`src/rtl/softmax_exp_accumulator_pkg.sv`:
```
// Shared softmax datapath definitions: fixed-point format,
// default sizing and accumulator state encoding.
package softmax_exp_accumulator_pkg;

   localparam int DEF_LEN   = 16;
   localparam int DEF_FRAC  = 13;
   localparam int DEF_DEPTH = 16;

   localparam logic [DEF_LEN-1:0] ONE_FX = DEF_LEN'(1 << DEF_FRAC);

   typedef enum logic {
      ST_ACCUM = 1'b0,
      ST_DRAIN = 1'b1
   } acc_state_e;

endpackage

```
`src/rtl/softmax_exp_buf.sv`:
```
// Exponential vector buffer: DEPTH x W register file,
// one write port, one asynchronous read port, no reset on contents.
module softmax_exp_buf #(
   parameter int W     = 17,
   parameter int DEPTH = 16,
   parameter int AW    = $clog2(DEPTH)
) (
   input  logic          clk,
   input  logic          we_i,
   input  logic [AW-1:0] waddr_i,
   input  logic [W-1:0]  wdata_i,
   input  logic [AW-1:0] raddr_i,
   output logic [W-1:0]  rdata_o
);

   logic [W-1:0] mem_q [DEPTH];

   // Write the accepted exponential into its slot.
   always_ff @(posedge clk) begin
      if (we_i) begin
         mem_q[waddr_i] <= wdata_i;
      end
   end

   assign rdata_o = mem_q[raddr_i];

endmodule

```
`src/rtl/softmax_exp_accumulator.sv`:
```
// Forms exp = cosh + sinh per element, buffers one vector and its sum,
// then streams the buffered exponentials out paired with the final sum.
module softmax_exp_accumulator
   import softmax_exp_accumulator_pkg::*;
#(
   parameter  int LEN   = DEF_LEN,
   parameter  int DEPTH = DEF_DEPTH,
   localparam int AW    = $clog2(DEPTH)
) (
   input  logic              clk,
   input  logic              rst,
   input  logic              in_valid,
   output logic              in_ready,
   input  logic              in_last,
   input  logic [LEN-1:0]    cosh,
   input  logic [LEN-1:0]    sinh,
   output logic              out_valid,
   input  logic              out_ready,
   output logic [LEN:0]      out_exp,
   output logic [LEN+AW:0]   out_sum,
   output logic              out_last,
   output logic              err_ovf
);

   acc_state_e       state_q, state_d;
   logic [AW:0]      count_q, count_d;
   logic [AW-1:0]    rd_ptr_q, rd_ptr_d;
   logic [LEN+AW:0]  sum_q, sum_d;
   logic             err_q, err_d;

   logic [LEN:0]     exp_raw;
   logic [LEN:0]     exp_clamp;
   logic [LEN:0]     rd_data;
   logic             buf_we;
   logic             full;
   logic             drain;
   logic             at_last;

   // Negative exp can only come from CORDIC rounding error; clamp to zero.
   assign exp_raw   = {cosh[LEN-1], cosh} + {sinh[LEN-1], sinh};
   assign exp_clamp = exp_raw[LEN] ? '0 : exp_raw;

   assign full    = (count_q == (AW+1)'(DEPTH - 1));
   assign drain   = (state_q == ST_DRAIN);
   assign at_last = ({1'b0, rd_ptr_q} == (count_q - 1'b1));

   softmax_exp_buf #(
      .W     (LEN + 1),
      .DEPTH (DEPTH),
      .AW    (AW)
   ) u_buf (
      .clk     (clk),
      .we_i    (buf_we),
      .waddr_i (count_q[AW-1:0]),
      .wdata_i (exp_clamp),
      .raddr_i (rd_ptr_q),
      .rdata_o (rd_data)
   );

   // Outputs come only from buffer/sum registers, zero outside drain.
   assign out_exp  = drain ? rd_data : '0;
   assign out_sum  = drain ? sum_q : '0;
   assign out_last = drain && at_last;
   assign err_ovf  = err_q;

   // Next-state, counters, accumulator and handshakes.
   always_comb begin
      state_d   = state_q;
      count_d   = count_q;
      rd_ptr_d  = rd_ptr_q;
      sum_d     = sum_q;
      err_d     = err_q;
      buf_we    = 1'b0;
      in_ready  = 1'b0;
      out_valid = 1'b0;
      unique case (state_q)
         ST_ACCUM: begin
            in_ready = 1'b1;
            if (in_valid) begin
               buf_we  = 1'b1;
               sum_d   = sum_q + {{AW{1'b0}}, exp_clamp};
               count_d = count_q + 1'b1;
               if (in_last || full) begin
                  state_d = ST_DRAIN;
               end
               if (full && !in_last) begin
                  err_d = 1'b1;
               end
            end
         end
         ST_DRAIN: begin
            out_valid = 1'b1;
            if (out_ready) begin
               if (at_last) begin
                  rd_ptr_d = '0;
                  count_d  = '0;
                  sum_d    = '0;
                  state_d  = ST_ACCUM;
               end else begin
                  rd_ptr_d = rd_ptr_q + 1'b1;
               end
            end
         end
         default: begin
            state_d = ST_ACCUM;
         end
      endcase
   end

   // State register with synchronous reset.
   always_ff @(posedge clk) begin
      if (rst) begin
         state_q  <= ST_ACCUM;
         count_q  <= '0;
         rd_ptr_q <= '0;
         sum_q    <= '0;
         err_q    <= 1'b0;
      end else begin
         state_q  <= state_d;
         count_q  <= count_d;
         rd_ptr_q <= rd_ptr_d;
         sum_q    <= sum_d;
         err_q    <= err_d;
      end
   end

endmodule
```
`config.mk`:
```
export PLATFORM = sky130hd
export DESIGN_NAME = softmax_exp_accumulator
export DESIGN_NICKNAME = d
export VERILOG_FILES = /design/src/rtl/softmax_exp_accumulator_pkg.sv /design/src/rtl/softmax_exp_buf.sv /design/src/rtl/softmax_exp_accumulator.sv
export SDC_FILE = /design/constraint.sdc
export NUM_CORES = 1
export LEC_CHECK = 0
export BUFFER_PORTS_ARGS = -buffer_cell sky130_fd_sc_hd__buf_4
export CORE_ASPECT_RATIO = 0.5
export CORE_MARGIN = 3
export CORE_UTILIZATION = 40
export CTS_CLUSTER_DIAMETER = 50
export CTS_CLUSTER_SIZE = 40
export DETAILED_ROUTE_END_ITERATION = 8
export GPL_ROUTABILITY_DRIVEN = 0
export PLACE_DENSITY = 0.61
export SYNTH_ARGS = -nofsm -noshare
export SYNTH_HDL_FRONTEND = slang
export SYNTH_HIERARCHICAL = 1
export SYNTH_SLANG_ARGS = --single-unit
```
`constraint.sdc`:
```
create_clock -name clk -period 4.9 [get_ports clk]
set_input_delay 0.735 -clock clk [delete_from_list [all_inputs] [get_ports clk]]
set_output_delay 0.735 -clock clk [all_outputs]
set_load 0.01 [all_outputs]
```
==> results of run 1 <==
[through the flow]
step                      hold WS, ns  total power [mW]  std cells  setup TNS (ns)  area [um2]
after global routing            0.498              5.98       1430               0       15700
after CTS                       0.476              5.80       1430               0       15700
after global placement          0.458              3.79       1388               0       14900
final                           0.496              5.75       1430               0       15700
after floorplan                 0.442              3.54        870               0       13600
after detailed placement        0.462              3.81       1388          -0.102       14900
[power groups by stage]
stage	clock, mW	sequential (mW)	combinational, mW
final	2.00	3.01	0.744
after global placement	0	3.07	0.722
after CTS	2.04	3.01	0.746
after global routing	2.14	3.02	0.821
after detailed placement	0	3.07	0.744
after floorplan	0	3.05	0.496
[cells in the final DEF (no fill, tap or decap), drive strengths merged, types with 3 or more instances in the layout]
master,count
inv,26
clkbuf,23
buf,122
a21o,9
a211o,5
xor2,15
mux2i,5
or2,5
nor3,10
o21ai,18
nand3,14
o211ai,5
a31oi,7
and4,3
nor2b,5
ha,36
clkinv,8
dfxtp,32
a21oi,34
edfxtp,272
conb,16
mux4,68
nand2,45
xnor2,14
nor2,56
a22o,5
nand4,6
o21bai,3
and2,47
o21a,4
nand2b,6
a22oi,41
and3,4
a211oi,3
[metal layers]
metal  global-route usage  wire (um)  vias up
met5                    0          0        -
met4               0.0392        656        0
met3               0.0291       1820       44
met2                0.303      15400      185
met1                0.251      14300     4151
li1                     -          -     3625
[registers in the layout (all words and copies together), names as in the netlist]
| name | flops |
|---|---|
| count_q | 5 |
| drain | 1 |
| err_ovf | 1 |
| u_buf/mem_q | 272 |
| rd_ptr_q | 4 |
| sum_q | 21 |
[how the worst max path moves through the flow]
| stage | startpoint | to | slack [ns] | cells after the start |
|---|---|---|---|---|
| finish | cosh[0] | sum_q[14] | 0.48 | 18 |
| global route | cosh[0] | sum_q[14] | 0.24 | 18 |
| CTS | cosh[0] | sum_q[14] | 0.49 | 18 |
| detailed placement | cosh[0] | sum_q[14] | -0.07 | 18 |
| global placement | cosh[0] | sum_q[14] | 0.03 | 16 |
| floorplan | cosh[0] | sum_q[14] | 0.38 | 16 |
[final cells by class]
class	count	area, um2	share of cell area
inverters	16	60.1	0.00382
repair buffers	122	953	0.0606
multi-input cells	514	4550	0.290
clock inverters	19	226	0.0144
well taps	432	541	0.0344
clock buffers	23	576	0.0366
flip-flops and latches	304	8810	0.561
[kinds of logic after synthesis]
kind of cell	count (synthesis)	share of synthesized area
other	1	0.000278
multiplexers	74	0.119
AO/OA/AOI/OAI	150	0.0783
adder cells (fa/ha/maj)	38	0.0363
buffers and inverters	52	0.0188
AND/OR/NAND/NOR	207	0.0768
XOR/XNOR	29	0.0188
flip-flops	304	0.652
[worst max-delay path, stage by stage]
cell	delay (ns)
buf_4	0.11
ha_1	0.22
fa_1	0.42
a21o_1	0.20
a221oi_2	0.38
a21oi_2	0.13
a41o_1	0.32
a31oi_4	0.35
nor2b_1	0.12
ha_1	0.22
inv_1	0.07
fa_1	0.17
nand2b_1	0.15
a21oi_1	0.11
o32ai_2	0.47
o21ai_0	0.21
and4_1	0.24
a211o_1	0.22
==> flow_summary.yaml, run 1 <==
outcome:
  status: "finished clean"
power:
  ir_worst_vdd_mv: 0.221
  p_int_mw: 4.22
  p_seq_frac: 0.523
  combPwrFrac: 0.129
  power_switching_mw: 1.53
  power_leakage_nw: 5.50
  powerDensity_nw_per_um2: 366
  clock_power_share: 0.347
  switching_share: 0.267
clock_network:
  clock_path_buffers: 3
  clk_pin_slew_ns: 0.08
  clock_sinks: 304
  postCtsSetupRepairBufs: 0
  post_cts_resized: 0
  root_buffer: "clkbuf_16"
  tritoncts: "built"
  htreeDepth: 1
  clk_latency_ns: 0.54
  cts_buffers: 23
  cts_hold_buf: 0
synth:
  yosysSeqAreaShare: 0.652
  yosys_warnings: 6
  yosys_register_bits: 304
  synth-main-ff-cell: "edfxtp_1"
  netlist_area_um2: 13500
  synth.area.top_cells: "edfxtp_1 60%, mux4_2 11%, dfxtp_1 4.7%"
  synth_top_area_frac: 0.605
  synthArstFlopShare: 0
  synth.most_common_cell: "edfxtp_1"
  syn_area_per_cell_um2: 15.8
  ys_types: 63
  yosysTopAreaCell: "edfxtp_1"
  synth_edf_count: 272
  synth_common_cells: "272 x edfxtp_1, 65 x mux4_2, 56 x nor2_1"
  synthCells: 855
sta:
  rsz0062_at_grt: "no"
  finalWorstSetupSlack_ns: 0.479
  max_freq_ghz: 0.226
  slew_headroom: 0.239
  fin_crit_sh: 0.902
  setup_viol: 0
  slew_violations: 0
  hold_viol: 0
  fin_skew_ns: 0.0182
  fin_crit_ns: 4.42
  worst_pin_slew_ns: 1.14
floorplan:
  die_width_um: 266
  start_util: 0.416
  die_area_um2: 36100
  core_region_area_um2: 32500
  placementRows: 46
  die_h_um: 136
  io-pin-count: 79
routing:
  vias: 8005
  viasPerCell: 5.60
  drc: 0
  drt_first_pass_iters: 5
  drt_iter0_markers: 741
  antenna_left: 0
  routedWlPerCell_um: 22.5
  drt_wl_total_mm: 32.2
global_route:
  grt_max_degree: 43
  antenna_found_initial: 0
  gr-total-overflow: 0
  grt_first_pass_wirelength_mm: 49.5
  grt_pass1_vias: 8353
  track_usage: 0.181
cells_and_area:
  syn_to_final_growth_pct: 16.4
  n_antenna_cell: 0
  fill_cells: 2822
  final_nets: 1056
  post-route-util: 0.484
  drive_gt1_frac: 0.262
hold_path:
  holdCritStartpoint: "sum_q[19]"
  hold_path_class: "register to register"
  hold_end: "sum_q[19]"
  worstHoldPathCells: 2
critical_path:
  r2r_cells: 6
  timing.critical_path.fanout_max: 10
  r2r-start: "drain"
  worstSetupEndpointType: "register"
  cp_data_arrival_time_ns: 4.85
  crit_type: "primary input to register"
  cp.required_ns: 5.33
  start_kind: "primary input"
  r2r_slack_ns: 1.94
  rr_endpoint: "u_buf/mem_q[3][6]"
job:
  maxCapViolCount: 0
placed_design:
  dp_hpwl_mm: 20.6
  port_buffers: 78
  dp_slack_ns: -0.0722
Note: power is estimated with default switching activity, not from simulation.
==> run 2: changes to the inputs <==
--- a/config.mk
+++ b/config.mk
@@ -6,6 +6,8 @@
 export NUM_CORES = 1
 export LEC_CHECK = 0
 export BUFFER_PORTS_ARGS = -buffer_cell sky130_fd_sc_hd__buf_4
+export CELL_PAD_IN_SITES_DETAIL_PLACEMENT = 1
+export CELL_PAD_IN_SITES_GLOBAL_PLACEMENT = 1
 export CORE_ASPECT_RATIO = 0.5
 export CORE_MARGIN = 3
 export CORE_UTILIZATION = 40
@@ -13,7 +15,7 @@
 export CTS_CLUSTER_SIZE = 40
 export DETAILED_ROUTE_END_ITERATION = 8
 export GPL_ROUTABILITY_DRIVEN = 0
-export PLACE_DENSITY = 0.61
+export PLACE_DENSITY = 0.69
 export SYNTH_ARGS = -nofsm -noshare
 export SYNTH_HDL_FRONTEND = slang
 export SYNTH_HIERARCHICAL = 1
==> flow_summary.yaml, run 2 (synthesis gave the netlist of run 1 again) <==
outcome:
  status: "finished clean"
power:
  power_switching_mw: 1.54
  ir_worst_vdd_mv: 0.235
  clock_power_share: 0.348
  switching_share: 0.265
  p_seq_frac: 0.519
  powerDensity_nw_per_um2: 369
  combPwrFrac: 0.133
  p_int_mw: 4.26
  power_leakage_nw: 5.51
sta:
  slew_violations: 0
  finalWorstSetupSlack_ns: 0.564
  hold_viol: 0
  worst_pin_slew_ns: 1.13
  fin_crit_ns: 4.34
  fin_skew_ns: 0.0220
  slew_headroom: 0.242
  setup_viol: 0
  rsz0062_at_grt: "no"
  fin_crit_sh: 0.885
  max_freq_ghz: 0.231
  fin_hold_ws_ns: 0.487
global_route:
  gr-total-overflow: 0
  grt_first_pass_wirelength_mm: 52.9
  grt_max_degree: 44
  antenna_found_initial: 0
  track_usage: 0.195
  grt_pass1_vias: 8759
clock_network:
  root_buffer: "clkbuf_16"
  cts_buffers: 23
  cts_hold_buf: 0
  tritoncts: "built"
  post_cts_resized: 0
  clk_latency_ns: 0.55
  htreeDepth: 1
  postCtsSetupRepairBufs: 0
  clock_path_buffers: 3
  clock_sinks: 304
  clk_pin_slew_ns: 0.07
critical_path:
  cp_data_arrival_time_ns: 4.76
  timing.critical_path.fanout_max: 10
  max_stage_delay_ns: 0.44
  path_cells: "buf_4, ha_1, fa_1, a21o_1, a221oi_2, buf_4, a21oi_2, a41o_1, a31oi_4, nor2_1, ha_1, a21o_1, and2_1, o32ai_2, o21ai_0, and4_1, a211o_1"
  crit_type: "primary input to register"
  cp.required_ns: 5.32
  crit_slowest_cell: "o32ai_2"
  start_kind: "primary input"
  worstSetupEndpointType: "register"
routing:
  vias: 8136
  drt_wl_total_mm: 35.0
  routedWlPerCell_um: 24.4
  drt_iter0_markers: 612
  drc: 0
  dr.max_layer_used: "met4"
  wl_met3_mm: 1.63
  viasPerCell: 5.68
  drt_first_pass_iters: 5
  antenna_left: 0
  wirelength_met1_mm: 15.1
  routed-wl-met2_mm: 17.6
cells_and_area:
  mostFrequentLayoutCell: "edfxtp_1"
  largest_reg_flops: 272
  finalInstanceArea_um2: 15700
  syn_to_final_growth_pct: 16.5
  final_nets: 1057
  final_cell_mix: "272 x edfxtp_1, 121 x buf_4, 65 x mux4_2"
  largest_register: "u_buf/mem_q"
  drive_gt1_frac: 0.261
  top_regs: "u_buf/mem_q: 272 flops, sum_q: 21 flops, count_q: 5 flops"
floorplan:
  start_util: 0.416
  io-pin-count: 79
  placementRows: 46
  die_area_um2: 36100
  die_width_um: 266
  core_region_area_um2: 32500
  die_h_um: 136
placed_design:
  post_dp_cell_area_um2: 14900
  port_buffers: 78
  dp_slack_ns: -0.000246
  dp_hpwl_mm: 23.1
job:
  maxCapViolCount: 0
hold_path:
  hold_path_class: "register to register"
run 2: cell count changes in the layout (fill, tap and decap cells not counted), sizes merged:
| cell | change |
|---|---|
| buf | +1 |
| bufinv | +1 |
| clkinv | +1 |
| diode | +1 |
| inv | -3 |
| clkbuf | +1 |
run 2: final cells by class:
| type | count | area [um2] |
|---|---|---|
| diodes | 1 | 2.50 |
| repair buffers | 123 | 948 |
| flip-flops and latches | 304 | 8810 |
| well taps | 432 | 541 |
| clock inverters | 18 | 238 |
| fillers | 3204 | 16700 |
| clock buffers | 24 | 579 |
| multi-input cells | 514 | 4550 |
| inverters | 16 | 60.1 |
run 2: final timing paths:
| kind | slack, ns | to | startpoint | cells past startpoint |
|---|---|---|---|---|
| hold reg to reg | 0.49 | sum_q[18] | sum_q[18] | 2 |
| setup reg to reg | 1.70 | u_buf/mem_q[4][14] | drain | 8 |
| setup / recovery | 0.56 | sum_q[14] | cosh[0] | 17 |
| hold / removal | 0.49 | sum_q[18] | sum_q[18] | 2 |
run 2: metal layers:
layer  track usage  vias to the layer above
met5             0                        -
met4        0.0392                        0
met3        0.0250                       46
met2         0.348                      207
met1         0.260                     4261
li1              -                     3622
run 2: power by group through the flow:
stage	clock network [mW]	registers (mW)	logic, mW
3_5_place_dp	0	3.07	0.769
3_3_place_gp	0	3.07	0.735
2_1_floorplan	0	3.05	0.496
5_1_grt	2.16	3.02	0.851
4_1_cts	2.06	3.01	0.774
6_report	2.02	3.01	0.769
run 2: metrics by stage:
step / setup TNS, ns / power, mW / std cells / util
2_1_floorplan: 0 / 3.54 / 870 / -
3_3_place_gp: 0 / 3.80 / 1389 / 0.459
3_5_place_dp: -0.000246 / 3.84 / 1389 / 0.459
4_1_cts: 0 / 5.85 / 1431 / 0.485
5_1_grt: 0 / 6.03 / 1431 / 0.485
6_report: 0 / 5.80 / 1432 / 0.485
run 2: critical path, delay by kind of cell:
| family | cells | cell delay, ns |
|---|---|---|
| adder cells (fa/ha/maj) | 3 | 0.97 |
| AND/OR/NAND/NOR | 3 | 0.53 |
| buffers and inverters | 2 | 0.29 |
| AO/OA/AOI/OAI | 9 | 2.22 |
